[src/rtl/jk_excitation_driver.sv]
// Drives an external JK flip-flop bank toward a commanded target value.
// It checks the fed-back Q after each drive and re-drives a limited number of times.
module jk_excitation_driver #(
  parameter int WIDTH      = 8,
  parameter int MAX_RETRY  = 3,
  parameter bit USE_TOGGLE = 1'b0
) (
  input  logic             clock,
  input  logic             reset_n,
  input  logic             cmd_valid,
  output logic             cmd_ready,
  input  logic [1:0]       cmd_op,
  input  logic [WIDTH-1:0] cmd_data,
  input  logic [WIDTH-1:0] q_fb,
  output logic [WIDTH-1:0] j,
  output logic [WIDTH-1:0] k,
  output logic             busy,
  output logic             done,
  output logic             error
);

  localparam int RW = (MAX_RETRY > 0) ? $clog2(MAX_RETRY + 1) : 1;

  typedef enum logic [1:0] {IDLE, DRIVE, CHECK} state_t;

  state_t           state, state_next;
  logic [WIDTH-1:0] target, target_next;
  logic [RW-1:0]    retry;
  logic             accept;
  logic             match;
  logic             exhausted;
  logic [WIDTH-1:0] change;
  logic [WIDTH-1:0] j_next, k_next;

  assign accept    = cmd_valid && (state == IDLE);
  assign match     = (q_fb == target);
  assign exhausted = (retry == RW'(MAX_RETRY));

  // NOTE: sequential state uses non-blocking assignments so every register
  // samples the pre-edge values of the others.
  always_ff @(posedge clock or negedge reset_n) begin
    if (!reset_n) state <= IDLE;
    else          state <= state_next;
  end

  // NOTE: every combinational output gets a default first, so no latch is inferred.
  always_comb begin
    state_next = state;
    unique case (state)
      IDLE:    if (accept) state_next = DRIVE;
      DRIVE:   state_next = CHECK;
      CHECK:   if (match || exhausted) state_next = IDLE;
               else                    state_next = DRIVE;
      default: state_next = IDLE;
    endcase
  end

  // The target is computed from the current Q at accept, so it is used on the same
  // edge that first enters DRIVE.
  always_comb begin
    target_next = target;
    if (accept) begin
      unique case (cmd_op)
        2'b00: target_next = cmd_data;
        2'b01: target_next = q_fb + {{(WIDTH-1){1'b0}}, 1'b1};
        2'b10: target_next = q_fb - {{(WIDTH-1){1'b0}}, 1'b1};
        2'b11: target_next = ~q_fb;
        default: target_next = target;
      endcase
    end
  end

  always_comb begin
    busy      = (state == DRIVE) || (state == CHECK);
    cmd_ready = (state == IDLE);
    change    = q_fb ^ target_next;
    j_next    = '0;
    k_next    = '0;
    if (state_next == DRIVE) begin
      if (USE_TOGGLE) begin
        j_next = change;
        k_next = change;
      end else begin
        j_next = change & target_next;
        k_next = change & ~target_next;
      end
    end
  end

  always_ff @(posedge clock or negedge reset_n) begin
    if (!reset_n) begin
      target <= '0;
      retry  <= '0;
      j      <= '0;
      k      <= '0;
      done   <= 1'b0;
      error  <= 1'b0;
    end else begin
      target <= target_next;
      j      <= j_next;
      k      <= k_next;
      done   <= (state == CHECK) && match;
      error  <= (state == CHECK) && !match && exhausted;
      if (accept)
        retry <= '0;
      else if ((state == CHECK) && !match && !exhausted)
        retry <= retry + RW'(1);
    end
  end

endmodule

[config.mk]
export PLATFORM = sky130hd
export DESIGN_NAME = jk_excitation_driver
export DESIGN_NICKNAME = d
export VERILOG_FILES = /design/src/rtl/jk_excitation_driver.sv
export SDC_FILE = /design/constraint.sdc
export NUM_CORES = 1
export LEC_CHECK = 0
export ABC_AREA = 1
export BUFFER_PORTS_ARGS = -buffer_cell sky130_fd_sc_hd__buf_4
export CORE_MARGIN = 1.5
export CORE_UTILIZATION = 35
export DETAILED_ROUTE_END_ITERATION = 10
export PLACE_DENSITY = 0.51
export SETUP_SLACK_MARGIN = 0.3
export SYNTH_ARGS = -nofsm -noshare
export SYNTH_HDL_FRONTEND = slang
export SYNTH_SLANG_ARGS = --single-unit
export TNS_END_PERCENT = 30
[constraint.sdc]
create_clock -name clock -period 2.4 [get_ports clock]
set_input_delay 0.48 -clock clock [delete_from_list [all_inputs] [get_ports clock]]
set_output_delay 0.48 -clock clock [all_outputs]
set_load 0.01 [all_outputs]
==> impl_results.md <==
* Hold Worst Slack at 119.0 ps
* GRT Total Usage at 16.52%
* Crit path top cell by count: nand2_1
* Met3 Resource Use GR at 3.176%
* Io pins at 41
* Die span in x at 77.92 um
* Startpoint Class: input port
* HP Class: input port to async pin
* Final wirelength at 4.589 mm
* Residual DRC at 0
* Slowest CP cell: ha_2
* Total number of vias at 1743
* CP required at 2600 ps
* Post-Synth Adder-Cell Area at 6.369%
* Layout Area Growth over Synthesis at 24.33%
* Post-route setup slack at 494.6 ps
* Maximum buffer depth of the clock tree at 2
* Filler cells at 582
* Peak Freq at 0.5248 GHz
* Most frequent cells in the layout: 72 x nand2_1, 42 x buf_4, 30 x nor2_1, 30 x dfrtp_1, 29 x inv_1
* Synth Area in XOR/XNOR at 2.675%
* Fraction of layout cells with a size suffix above 1 at 27.74%
* Mean Syn Cell Area at 7.441 um2
* CP max stage delay at 200 ps
* M1 GR Usage at 23.34%
* Antenna-violating nets left at 0
* First-pass GRT wire length at 7.872 mm
* Vias in the first global route at 1678
* Minimum clock period at 1905 ps
* Critical Path End Type: flop
* Vias per std cell at 4.563
* Slew headroom at 61.62%
* Number of I/O port buffers at 40
* Diodes inserted at 0
* CTS Sinks at 30
* Hold Violations, Final at 0
* Gate Count Post-Synth at 264
* Post-synthesis register bit count at 30
* Largest net degree at the start of global routing at 31
* M2 GR Usage at 25.83%
* CTS tree: yes
* Total gr overflow at 0
* Top_reg_cell synth: dfrtp_1
* Sequential area share after synthesis at 38.22%
* Clk Latency, worst-skew pair at 280 ps
* DP HPWL at 3.524 mm
* H-tree depth at 2
* Clock buffer count from CTS at 5
* GRT Max-Usage Layer: met2
* Outcome: completed
* Initial antenna violation count at 0
* Psw at 890.9 uW
* Maxcap violations at 0
* Syn Nets at 295
* Arr. time, crit path at 2110 ps
* Slew @ Worst Pin at 574.2 ps
* Max Transition Viols Final at 0
* Design Power at 2209 uW
* Largest delay share family, worst path: simple AND/OR/NAND/NOR gates
* Die Y at 77.92 um
* Pre-antenna DRT Iters at 4
* Compound-Gate Fraction of Synth Area at 7.197%
* Netlist cell types at 26
* Post-synth EDFFs at 0
* Commonest non-fill, non-tap cell in the layout: nand2_1
* RSZ-0062 raised after global routing: true
* Lkg Pwr at 0.001317 uW
* CP Cell Sequence: buf_4 -> inv_1 -> ha_2 -> buf_4 -> inv_2 -> nand2_1 -> nand2_1 -> nor2_1 -> nand2_1 -> nand3_1 -> nand3_1 -> nand2_1 -> nand2_1 -> o21ai_2 -> nand2_1 -> nor2_1
* Reg power frac at 34.3%
* Mux share of post-synthesis cell area at 0%
* RD Place Congestion at 0.8982
* Synth Area in Simple Gates at 37.39%
* Critical path peak fanout at 13
* Worst VDD drop at 0.2720 mV
* Clk_skew at 6.622 ps
* Main combinational cell family by area after synthesis: simple AND/OR/NAND/NOR gates
* Core area at 5473 um2
* Critical path type: input port to flop
* Final #Nets at 340
* Buf+Inv Stages, Crit Path at 4
* Post-CTS Hold Buffers at 0
* Final setup TNS at 0 ps
* Routed len/inst at 12.01 um
* Switch share at 40.34%
* Die ar. at 6071 um2
* Pre-CTS WS at 195.8 ps
* Async set-reset flop share out of synthesis at 100.0%
* Synthesized cell area at 1964 um2
* Starting Density at 35.89%
* Rows at 27
* Root Driver: clkbuf_8
* Initial DRC Count at 62
* Clk pin slew, worst setup/hold paths at 70 ps
* Internal at 1318 uW
* PD cells at 904.3 nW/um2
* Tcrit/Tclk final at 79.39%
* Ys Warns at 0
* Final setup vio count at 0
* Comb pwr share at 46.7%
* Clock Power Share at 19.0%
## through the flow
step	instances	utilization [%]	area, um2
2_1_floorplan	264	-	1964
3_3_place_gp	374	42.84	2345
6_report	382	44.63	2442
3_5_place_dp	374	42.84	2345
5_1_grt	382	44.63	2442
4_1_cts	382	44.51	2436
## repair_timing
item,in CTS,in global routing
setup buffers,0,0
endpoints found under the hold margin,0,0
resized for setup,0,2
endpoints found under the setup margin,0,5
## state kept, by name, summed over array words and instances (netlist names)
register,flops
state,2
error,1
done,1
j,8
k,8
retry,2
target,8
## power groups by stage
stage	Clock, uW	Combinational [uW]	Sequential (uW)
after floorplan	0	660	795
after global placement	0	1040	767
after detailed placement	0	1040	764
after CTS	439	1040	758
after global routing	455	1170	783
final	419	1030	758
## Yosys cell counts (6+ instances only)
master,count,area share [%]
ha_1,10,6.4
nand3_1,22,5.6
nand2_1,72,14
inv_2,7,1.3
nand2_2,12,3.8
inv_1,29,5.5
dfrtp_1,30,38
a21oi_1,11,2.8
nor3_2,6,3.1
nor2_1,30,5.7
## final timing paths
path,from,end,slack [ps],depth (start not counted)
min in group clock,q_fb[0],j[0],410,2
max,cmd_op[0],j[4],490,16
min,reset_n,j[0],120,1
min reg2reg,retry[1],retry[1],520,2
max reg2reg,state[0],k[1],560,7
max in group asynchronous,reset_n,j[6],1990,1
## per-layer routing
layer | wire length, um | part of all wire (%)
met1 | 2329 | 51
met2 | 2048 | 45
met3 | 163 | 3.6
met4 | 48 | 1.0
met5 | 0 | 0
## logic make-up (layout without fill, tap and decap cells)
family          count (synthesis)  count (layout)
fa+ha+maj                      10              10
xor+xnor                        6               6
buf+inv                        40              86
simple gates                  154             154
compound gates                 24              24
flops                          30              30
## cell type report
cell class	count	area, um2	share of cell area, %
Clock inverter	1	5.005	0.2049
Sequential cell	30	750.7	30.74
Clock buffer	7	86.33	3.535
Tap cell	72	90.09	3.689
Inverter	36	135.1	5.533
Multi-Input combinational cell	194	1060	43.39
Timing Repair Buffer	42	315.3	12.91
Note: power is estimated with default switching activity, not from simulation.
